### src/rtl/reg_wr_arbiter_pkg.sv
// rtl/reg_wr_arbiter_pkg.sv - shared types and constants for the register-write arbiter
package reg_wr_arbiter_pkg;

  typedef enum logic [1:0] {
    ST_IDLE    = 2'd0,
    ST_WRITE   = 2'd1,
    ST_RELEASE = 2'd2
  } arb_state_t;

  localparam int N_REQ_DEFAULT   = 6;
  localparam int TIMEOUT_DEFAULT = 255;

  localparam int REQ_SPI     = 0;
  localparam int REQ_TTEHASH = 1;
  localparam int REQ_PORT0   = 2;
  localparam int REQ_PORT1   = 3;
  localparam int REQ_PORT2   = 4;
  localparam int REQ_PORT3   = 5;

  function automatic int idx_width(input int n);
    return (n > 1) ? $clog2(n) : 1;
  endfunction

endpackage

### src/rtl/reg_wr_arbiter_rr_pick.sv
// rtl/reg_wr_arbiter_rr_pick.sv - combinational round-robin picker
// Returns the first set req bit searching upward from last_grant+1 with wrap.
module rr_pick
  import reg_wr_arbiter_pkg::*;
#(
  parameter int N_REQ = N_REQ_DEFAULT,
  localparam int IW   = idx_width(N_REQ)
) (
  input  logic [N_REQ-1:0] req,
  input  logic [IW-1:0]    last_grant,
  output logic [IW-1:0]    grant,
  output logic             valid
);

  int          idx;
  logic [IW-1:0] idx_w;

  // Walk from the farthest offset back to the nearest so the nearest hit wins.
  always_comb begin
    grant = '0;
    valid = 1'b0;
    idx   = 0;
    idx_w = '0;
    for (int k = N_REQ; k >= 1; k--) begin
      idx = int'(last_grant) + k;
      if (idx >= N_REQ) idx = idx - N_REQ;
      idx_w = IW'(idx);
      if (req[idx_w]) begin
        grant = idx_w;
        valid = 1'b1;
      end
    end
  end

endmodule

### src/rtl/reg_wr_arbiter.sv
// rtl/reg_wr_arbiter.sv - round-robin arbiter for 4-phase register-write requesters
// Grants one requester at a time, issues a one-cycle write strobe, then waits for req release.
module reg_wr_arbiter
  import reg_wr_arbiter_pkg::*;
#(
  parameter int N_REQ   = N_REQ_DEFAULT,
  parameter int TIMEOUT = TIMEOUT_DEFAULT
) (
  input  logic                clk,
  input  logic                rst,
  input  logic [N_REQ-1:0]    req,
  output logic [N_REQ-1:0]    ack,
  input  logic [7*N_REQ-1:0]  addr_in,
  input  logic [16*N_REQ-1:0] din_in,
  output logic                wr,
  output logic [6:0]          addr,
  output logic [15:0]         din,
  output logic                busy,
  output logic                timeout_err,
  output logic [15:0]         wr_count
);

  localparam int IW = idx_width(N_REQ);
  localparam int CW = (TIMEOUT > 1) ? $clog2(TIMEOUT) : 1;
  localparam logic [CW-1:0] CNT_LAST = CW'(TIMEOUT - 1);

  arb_state_t    state;
  logic [IW-1:0] last_grant;
  logic [IW-1:0] pick_idx;
  logic          pick_valid;
  logic [CW-1:0] hold_cnt;

  rr_pick #(.N_REQ(N_REQ)) u_pick (
    .req        (req),
    .last_grant (last_grant),
    .grant      (pick_idx),
    .valid      (pick_valid)
  );

  // last_grant doubles as the index of the requester currently being served.
  always_ff @(posedge clk or posedge rst) begin
    if (rst) begin
      state       <= ST_IDLE;
      ack         <= '0;
      wr          <= 1'b0;
      addr        <= '0;
      din         <= '0;
      busy        <= 1'b0;
      timeout_err <= 1'b0;
      wr_count    <= '0;
      hold_cnt    <= '0;
      last_grant  <= IW'(N_REQ - 1);
    end else begin
      wr <= 1'b0;
      case (state)
        ST_IDLE: begin
          if (pick_valid) begin
            state      <= ST_WRITE;
            busy       <= 1'b1;
            wr         <= 1'b1;
            ack        <= N_REQ'(1) << pick_idx;
            addr       <= addr_in[7*pick_idx +: 7];
            din        <= din_in[16*pick_idx +: 16];
            last_grant <= pick_idx;
            wr_count   <= wr_count + 16'd1;
          end
        end
        ST_WRITE: begin
          state    <= ST_RELEASE;
          hold_cnt <= '0;
        end
        ST_RELEASE: begin
          if (!req[last_grant]) begin
            ack   <= '0;
            busy  <= 1'b0;
            state <= ST_IDLE;
          end else if (hold_cnt == CNT_LAST) begin
            ack         <= '0;
            busy        <= 1'b0;
            timeout_err <= 1'b1;
            state       <= ST_IDLE;
          end else begin
            hold_cnt <= hold_cnt + CW'(1);
          end
        end
        default: begin
          state <= ST_IDLE;
          busy  <= 1'b0;
          ack   <= '0;
        end
      endcase
    end
  end

endmodule
### config.mk
export PLATFORM = sky130hd
export DESIGN_NAME = reg_wr_arbiter
export DESIGN_NICKNAME = d
export VERILOG_FILES = /design/src/rtl/reg_wr_arbiter_pkg.sv /design/src/rtl/reg_wr_arbiter_rr_pick.sv /design/src/rtl/reg_wr_arbiter.sv
export SDC_FILE = /design/constraint.sdc
export NUM_CORES = 1
export LEC_CHECK = 0
export BUFFER_PORTS_ARGS = -buffer_cell sky130_fd_sc_hd__buf_2
export CAP_MARGIN = 10
export CORE_UTILIZATION = 47
export CTS_CLUSTER_DIAMETER = 80
export CTS_CLUSTER_SIZE = 24
export DETAILED_ROUTE_END_ITERATION = 16
export GPL_TIMING_DRIVEN = 0
export MAX_ROUTING_LAYER = met4
export PLACE_DENSITY_LB_ADDON = 0.12
export SLEW_MARGIN = 10
export SYNTH_ARGS = -nofsm -noshare
export SYNTH_HDL_FRONTEND = slang
export SYNTH_SLANG_ARGS = --single-unit
### constraint.sdc
create_clock -name clk -period 4.5 [get_ports clk]
set_input_delay 0.225 -clock clk [delete_from_list [all_inputs] [get_ports clk]]
set_output_delay 0.225 -clock clk [all_outputs]
set_load 0.02 [all_outputs]
==> results of run 1 <==
## layout make-up
type | count | area (µm²) | share of cell area (%)
Timing Repair Buffer | 193 | 965.9 | 15.24
Buffer | 47 | 281.5 | 4.440
Clock buffer | 12 | 145.1 | 2.289
Inverter | 9 | 40.04 | 0.6315
Multi-Input combinational cell | 438 | 3157 | 49.79
Sequential cell | 61 | 1530 | 24.14
Antenna cell | 1 | 2.502 | 0.03947
Tap cell | 136 | 170.2 | 2.684
Clock inverter | 4 | 47.55 | 0.7500
## sequential cells by signal, indices dropped and copies added, names as in the netlist
name         flops
hold_cnt         8
din             16
busy             1
last_grant       3
wr               1
timeout_err      1
ack              6
wr_count        16
addr             7
state            2
## final timing paths
kind                       depth (start not counted)       endpoint           from
min in group clk                                   3        addr[0]    addr_in[35]
setup / recovery                                  15        addr[1]  last_grant[0]
max in group asynchronous                          2  last_grant[1]            rst
hold / removal                                     2    wr_count[6]            rst
setup reg to reg                                  15        addr[1]  last_grant[0]
hold reg to reg                                    1    timeout_err    timeout_err
## layer usage
layer / vias to the layer above / global-route usage, %
li1: 2546 / -
met1: 2630 / 41.50
met2: 284 / 49.67
met3: 38 / 3.556
met4: 0 / 11.67
met5: - / -
## per-stage QoR
stage / util, % / TNS (ns)
after floorplan: - / 0
after global placement: 59.47 / -0.6102
after detailed placement: 59.50 / -1.494
after CTS: 61.34 / 0
after global routing: 61.41 / 0
final: 61.41 / 0
## kinds of logic after synthesis
logic type | Yosys count | synth area share, %
buf+inv | 57 | 6.351
simple gates | 180 | 20.28
flops | 61 | 30.56
xor+xnor | 27 | 4.726
fa+ha+maj | 12 | 3.001
mux | 44 | 10.65
compound gates | 175 | 24.43
## cell usage after synthesis (7+ instances only)
library cell | count | area share (%)
sky130_fd_sc_hd__a2111oi_0 | 44 | 7.7
sky130_fd_sc_hd__a211oi_1 | 25 | 3.8
sky130_fd_sc_hd__a21oi_1 | 71 | 7.1
sky130_fd_sc_hd__and3_1 | 7 | 0.88
sky130_fd_sc_hd__buf_2 | 17 | 1.7
sky130_fd_sc_hd__buf_4 | 8 | 1.2
sky130_fd_sc_hd__buf_6 | 7 | 1.6
sky130_fd_sc_hd__clkbuf_1 | 15 | 1.1
sky130_fd_sc_hd__dfrtp_1 | 59 | 30
sky130_fd_sc_hd__ha_1 | 12 | 3.0
sky130_fd_sc_hd__inv_1 | 7 | 0.53
sky130_fd_sc_hd__mux2_2 | 26 | 5.9
sky130_fd_sc_hd__mux2i_1 | 12 | 2.4
sky130_fd_sc_hd__nand2_1 | 73 | 5.5
sky130_fd_sc_hd__nand3_1 | 12 | 1.2
sky130_fd_sc_hd__nor2_1 | 12 | 0.90
sky130_fd_sc_hd__nor2b_1 | 7 | 0.88
sky130_fd_sc_hd__or4_1 | 25 | 3.8
sky130_fd_sc_hd__xnor2_1 | 19 | 3.3
sky130_fd_sc_hd__xor2_1 | 8 | 1.4
## worst register-to-register path, delay by kind of cell (launching register included)
family / cells / cell delay [ns]
AO/OA/AOI/OAI: 3 / 0.60
adder cells (fa/ha/maj): 1 / 0.39
buffers and inverters: 6 / 1.17
flip-flops: 1 / 0.60
multiplexers: 2 / 0.38
AND/OR/NAND/NOR: 3 / 0.99
## what timing repair did
item | in CTS | in global routing
endpoints found under the setup margin | 24 | 34
hold buffers | 0 | 0
gates resized for setup | 1 | 2
==> metrics.log, run 1 <==
[metrics] crit path max-delay cell type: sky130_fd_sc_hd__dfstp_2
[metrics] RSZ-0062 raised after global routing: false
[metrics] number of standard cells after synthesis: ~560
[metrics] Final Cycle Share: approximately 93%
[metrics] largest net degree at the start of global routing: 62
[metrics] count of buffering cells on the critical path with inverters included: 6
[metrics] worst slew margin relative to its limit: between 40 and 50%
[metrics] post-route cell area: 6340 µm²
[metrics] count of flip-flops with a built-in enable after synthesis: 0
[metrics] flip-flop and latch count after synthesis: just over 60
[metrics] slew of the pin with the lowest slew margin: 0.7790 ns
[metrics] critical path required time: 4.77 ns
[metrics] post-route minimum period: approximately 4.2 ns
[metrics] result of the run: finished clean
[metrics] H-tree levels: 3
[metrics] clock-pin slew on the worst setup and hold paths: about 0.070 ns
[metrics] DR WL met3: about 1000 µm
[metrics] total iterations of the first detailed-routing run: 5
[metrics] leading cell type in the layout, fill and taps excluded: sky130_fd_sc_hd__buf_2
[metrics] via density per instance: 6.102
[metrics] synthesis warning total: 0
[metrics] setup slack of the worst register-to-register path: 0.29 ns
[metrics] routed wire length per instance: 18.78 µm
[metrics] first-iteration detailed-routing DRC count: between 300 and 400
[metrics] met1 layer wirelength in the final routing: about 7500 µm
[metrics] clock latency on the worst-skew pair: around 0.34 ns
[metrics] met2 WL: roughly 8000 µm
[metrics] kind of end point of the critical path: flop
[metrics] Horiz. Die Dim: roughly 110 µm
[metrics] FILL cells: 954
[metrics] first-pass GRT wire length: roughly 26000 µm
[metrics] number of buffers created by CTS: 9
[metrics] aggregate global routing overflow: 0
[metrics] final max-slew violation count: 0
[metrics] total half-perimeter wirelength after legalization and detailed placement: between 10000 and 15000 µm
[metrics] total of endpoints with negative setup slack in the final report: 0
[metrics] uppermost layer routed: met4
[metrics] effective utilization at floorplan: about half
[metrics] detailed-route wire length: around 17000 µm
[metrics] final-stage net count: 917
[metrics] fraction of final layout cells sized beyond drive strength 1: about 39%
[metrics] worst stage delay on the critical path: around 0.6 ns
[metrics] placed cells: between 800 and 900
[metrics] ordered cell list for the critical path: buf_6, buf_6, inv_1, ha_1, clkbuf_2, nand3_1, mux2i_1, or3_4, a221oi_4, mux2i_1, buf_4, buf_2, a211oi_1, or4_1, a21oi_1
[metrics] count of non-filler cells in the finished layout: about 900
[metrics] number of buffers added on ports: ~190
[metrics] number of distinct library cells after synthesis: 68
[metrics] Post CTS Setup Buffer Count: 0
[metrics] Final Hold Vio Count: 0
[metrics] Routed Antenna Nets: 0
[metrics] antenna violations before repair: 1
[metrics] Top Family by Delay on Critical Path: buffers and inverters
[metrics] commonest non-fill, non-tap cells in the layout: sky130_fd_sc_hd__buf_2 (210), sky130_fd_sc_hd__nand2_1 (73), sky130_fd_sc_hd__a21oi_1 (71)
[metrics] last weighted congestion value of the routability-driven placer: 0.9010
[metrics] share of the yosys chip area belonging to registers: 30.56%
[metrics] share of flip-flops with an asynchronous set or reset after synthesis: 100.0%
[metrics] DIE AREA: between 10000 and 15000 µm²
[metrics] maximum frequency from static timing analysis: about 240 MHz
[metrics] Crit path arrival time: around 4.5 ns
[metrics] biggest fanout along the worst timing path: 19
[metrics] vias in the first global route: 5131
[metrics] clock skew: 0.008812 ns
[metrics] number of cell rows: 37
[metrics] area of the core: 10320 µm²
[metrics] worst setup margin: between 0.2 and 0.3 ns
[metrics] die height: about 110 µm
[metrics] synthesis-to-layout area growth: 26.71%
[metrics] final hold slack: ~0.032 ns
[metrics] startpoint types: flop
[metrics] worst slack, placed: -0.1010 ns
[metrics] post-synthesis instance area: 5004 µm²
[metrics] Clk Tree Root Cell: sky130_fd_sc_hd__clkbuf_8
[metrics] CTS tree: yes
[metrics] clock sink count: 61
[metrics] number of vias in the routed layout: about 5500
[metrics] Top FF cell, synth: sky130_fd_sc_hd__dfrtp_1
[metrics] mean instance size in the synthesized netlist: ~9 µm²
[metrics] Crit Path Class: flop to flop
[metrics] number of maximum-capacitance constraint violations: 0
[metrics] post-synthesis net count: between 700 and 800
[metrics] Cell Area, Placed: slightly above 6000 µm²
[metrics] Max Root-Sink Buffers: 2
[metrics] worst min-delay path class: primary input to async pin
[metrics] I/O pins: between 150 and 200
[metrics] total global routing track utilization: a little under a third
[metrics] DRC errors left: 0
Power of run 1 is not shown: default switching activity piles up to over one toggle a cycle in this logic, so the estimate is an artifact.
==> run 2, diff against run 1 <==
CORE_MARGIN = 5   (was unset)
==> run 2 against run 1 <==
Fmax decreased by 0.45%. Utilization decreased by 0.25 points. Cell area about the same. Wire length rose by 5.4%. Critical endpoint is now addr[3].
==> metrics.log, run 2 (synthesis gave the netlist of run 1 again) <==
[metrics] leading cell type in the layout, fill and taps excluded: sky130_fd_sc_hd__buf_2 (unchanged)
[metrics] Final Hold Vio Count: 0 (unchanged)
[metrics] clock skew: 0.01565 ns (was 0.008812 ns)
[metrics] fraction of final layout cells sized beyond drive strength 1: 39.40% (was 38.87%)
[metrics] clock sink count: 61 (unchanged)
[metrics] Top Registers: din x16, wr_count x16, hold_cnt x8 (unchanged)
[metrics] aggregate global routing overflow: 0 (unchanged)
[metrics] total of endpoints with negative setup slack in the final report: 0 (unchanged)
[metrics] final max-slew violation count: 0 (unchanged)
[metrics] number of vias in the routed layout: 5495 (was 5498)
[metrics] Cell Area, Placed: 6142 µm² (unchanged)
[metrics] biggest fanout along the worst timing path: 19 (unchanged)
[metrics] die height: 113.2 µm (was 105.2 µm)
[metrics] routed wire length per instance: 19.79 µm (was 18.78 µm)
[metrics] number of gates resized after CTS: 2 (was 1)
[metrics] worst min-delay path class: primary input to async pin (unchanged)
[metrics] critical path required time: 4.77 ns (about the same)
[metrics] Clk Tree Root Cell: sky130_fd_sc_hd__clkbuf_8 (unchanged)
[metrics] count of non-filler cells in the finished layout: 901 (unchanged)
[metrics] DIE AREA: 12810 µm² (was 11060 µm²)
[metrics] DRC errors left: 0 (unchanged)
[metrics] worst slew margin relative to its limit: 48.10% (was 48.07%)
[metrics] area of the core: 10370 µm² (was 10320 µm²)
[metrics] post-route cell area: 6342 µm² (was 6340 µm²)
[metrics] kind of end point of the critical path: flop (unchanged)
[metrics] number of maximum-capacitance constraint violations: 0 (unchanged)
[metrics] last weighted congestion value of the routability-driven placer: 0.9485 (was 0.9010)
[metrics] startpoint types: flop (unchanged)
[metrics] final-stage net count: 917 (unchanged)
[metrics] slew of the pin with the lowest slew margin: 0.7785 ns (was 0.7790 ns)
[metrics] maximum frequency from static timing analysis: 236.7 MHz (was 237.8 MHz)
[metrics] Crit Path Class: flop to flop (unchanged)
[metrics] clock-pin slew on the worst setup and hold paths: 0.09 ns (was 0.07 ns)
[metrics] effective utilization at floorplan: 48.25% (was 48.47%)
[metrics] result of the run: finished clean (unchanged)
[metrics] total iterations of the first detailed-routing run: 5 (unchanged)
[metrics] Horiz. Die Dim: 113.2 µm (was 105.2 µm)
[metrics] Crit path arrival time: 4.49 ns (was 4.48 ns)
[metrics] CTS tree: yes (unchanged)
[metrics] number of buffers added on ports: 193 (unchanged)
[metrics] Post CTS Setup Buffer Count: 0 (unchanged)
[metrics] via density per instance: 6.099 (was 6.102)
[metrics] number of cell rows: 37 (unchanged)
[metrics] post-route minimum period: 4.224 ns (was 4.205 ns)
[metrics] hold buffer count at cts: 0 (unchanged)
[metrics] clock latency on the worst-skew pair: 0.35 ns (was 0.34 ns)
[metrics] worst setup margin: 0.2757 ns (was 0.2948 ns)
[metrics] largest net degree at the start of global routing: 62 (unchanged)
[metrics] Final Cycle Share: 93.87% (was 93.45%)
[metrics] FILL cells: 960 (was 954)
[metrics] number of buffers created by CTS: 9 (unchanged)
[metrics] Routed Antenna Nets: 0 (unchanged)
[metrics] RSZ-0062 raised after global routing: false (unchanged)
[metrics] detailed-route wire length: 17830 µm (was 16920 µm)
[metrics] synthesis-to-layout area growth: 26.76% (was 26.71%)
[metrics] I/O pins: 194 (unchanged)
[metrics] commonest non-fill, non-tap cells in the layout: sky130_fd_sc_hd__buf_2 (210), sky130_fd_sc_hd__nand2_1 (73), sky130_fd_sc_hd__a21oi_1 (70) (was sky130_fd_sc_hd__buf_2 (210), sky130_fd_sc_hd__nand2_1 (73), sky130_fd_sc_hd__a21oi_1 (71))
[metrics] total global routing track utilization: 27.71% (was 31.43%)
[metrics] final hold slack: 0.01556 ns (was 0.03235 ns)
[metrics] antenna violations before repair: 0 (was 1)
[metrics] placed cells: 885 (unchanged)
[metrics] H-tree levels: 3 (unchanged)
[metrics] worst slack, placed: -0.1271 ns (was -0.1010 ns)
[metrics] first-pass GRT wire length: 27720 µm (was 26460 µm)
[metrics] total half-perimeter wirelength after legalization and detailed placement: 13890 µm (was 12890 µm)
[metrics] vias in the first global route: 5491 (was 5131)
[metrics] Max Root-Sink Buffers: 2 (unchanged)
[metrics] first-iteration detailed-routing DRC count: 485 (was 383)
[run 2: final timing paths]
path	cells after the start	slack, ns	from	to
min	2	0.02	rst	addr[5]
min reg2reg	1	0.46	timeout_err	timeout_err
max reg2reg	15	0.28	last_grant[0]	addr[3]
min in group clk	3	0.26	addr_in[28]	addr[0]
max	15	0.28	last_grant[0]	addr[3]
max in group asynchronous	2	3.91	rst	last_grant[1]
[run 2: routing by layer]
metal / track usage [%] / vias to the layer above / routed length (µm)
met5: - / - / 0
li1: - / 2551 / -
met1: 35.62 / 2649 / 7604
met2: 45.26 / 262 / 8775
met3: 3.583 / 33 / 1089
met4: 9.295 / 0 / 361
[run 2: area by class of cell]
type | count | area [µm²] | area share, %
clock inverter | 7 | 66.31 | 1.046
timing repair buffer | 193 | 965.9 | 15.23
antenna | 1 | 2.502 | 0.03946
sequential | 61 | 1530 | 24.13
multi-input combinational | 438 | 3161 | 49.83
inverter | 9 | 40.04 | 0.6313
tap | 136 | 170.2 | 2.683
buffer | 47 | 282.8 | 4.458
clock buffer | 9 | 123.9 | 1.953
[run 2: per-stage QoR]
step                TNS, ns  util [%]
floorplan                 0         -
global placement    -0.4954     59.21
detailed placement   -2.087     59.23
CTS                       0     61.05
global route              0     61.14
finish                    0     61.16
[run 2: critical path, cell delays in order, from the launching register on]
cell,delay [ns]
sky130_fd_sc_hd__dfstp_2,0.59
sky130_fd_sc_hd__buf_6,0.14
sky130_fd_sc_hd__buf_6,0.20
sky130_fd_sc_hd__inv_1,0.11
sky130_fd_sc_hd__ha_1,0.40
sky130_fd_sc_hd__clkbuf_2,0.24
sky130_fd_sc_hd__nand3b_1,0.13
sky130_fd_sc_hd__a21oi_1,0.12
sky130_fd_sc_hd__or3_4,0.40
sky130_fd_sc_hd__a221oi_4,0.35
sky130_fd_sc_hd__mux2i_1,0.31
sky130_fd_sc_hd__buf_4,0.22
sky130_fd_sc_hd__buf_2,0.26
sky130_fd_sc_hd__a211oi_1,0.11
sky130_fd_sc_hd__or4_1,0.44
sky130_fd_sc_hd__a21oi_1,0.14
Power of run 2 is left out for the same reason.
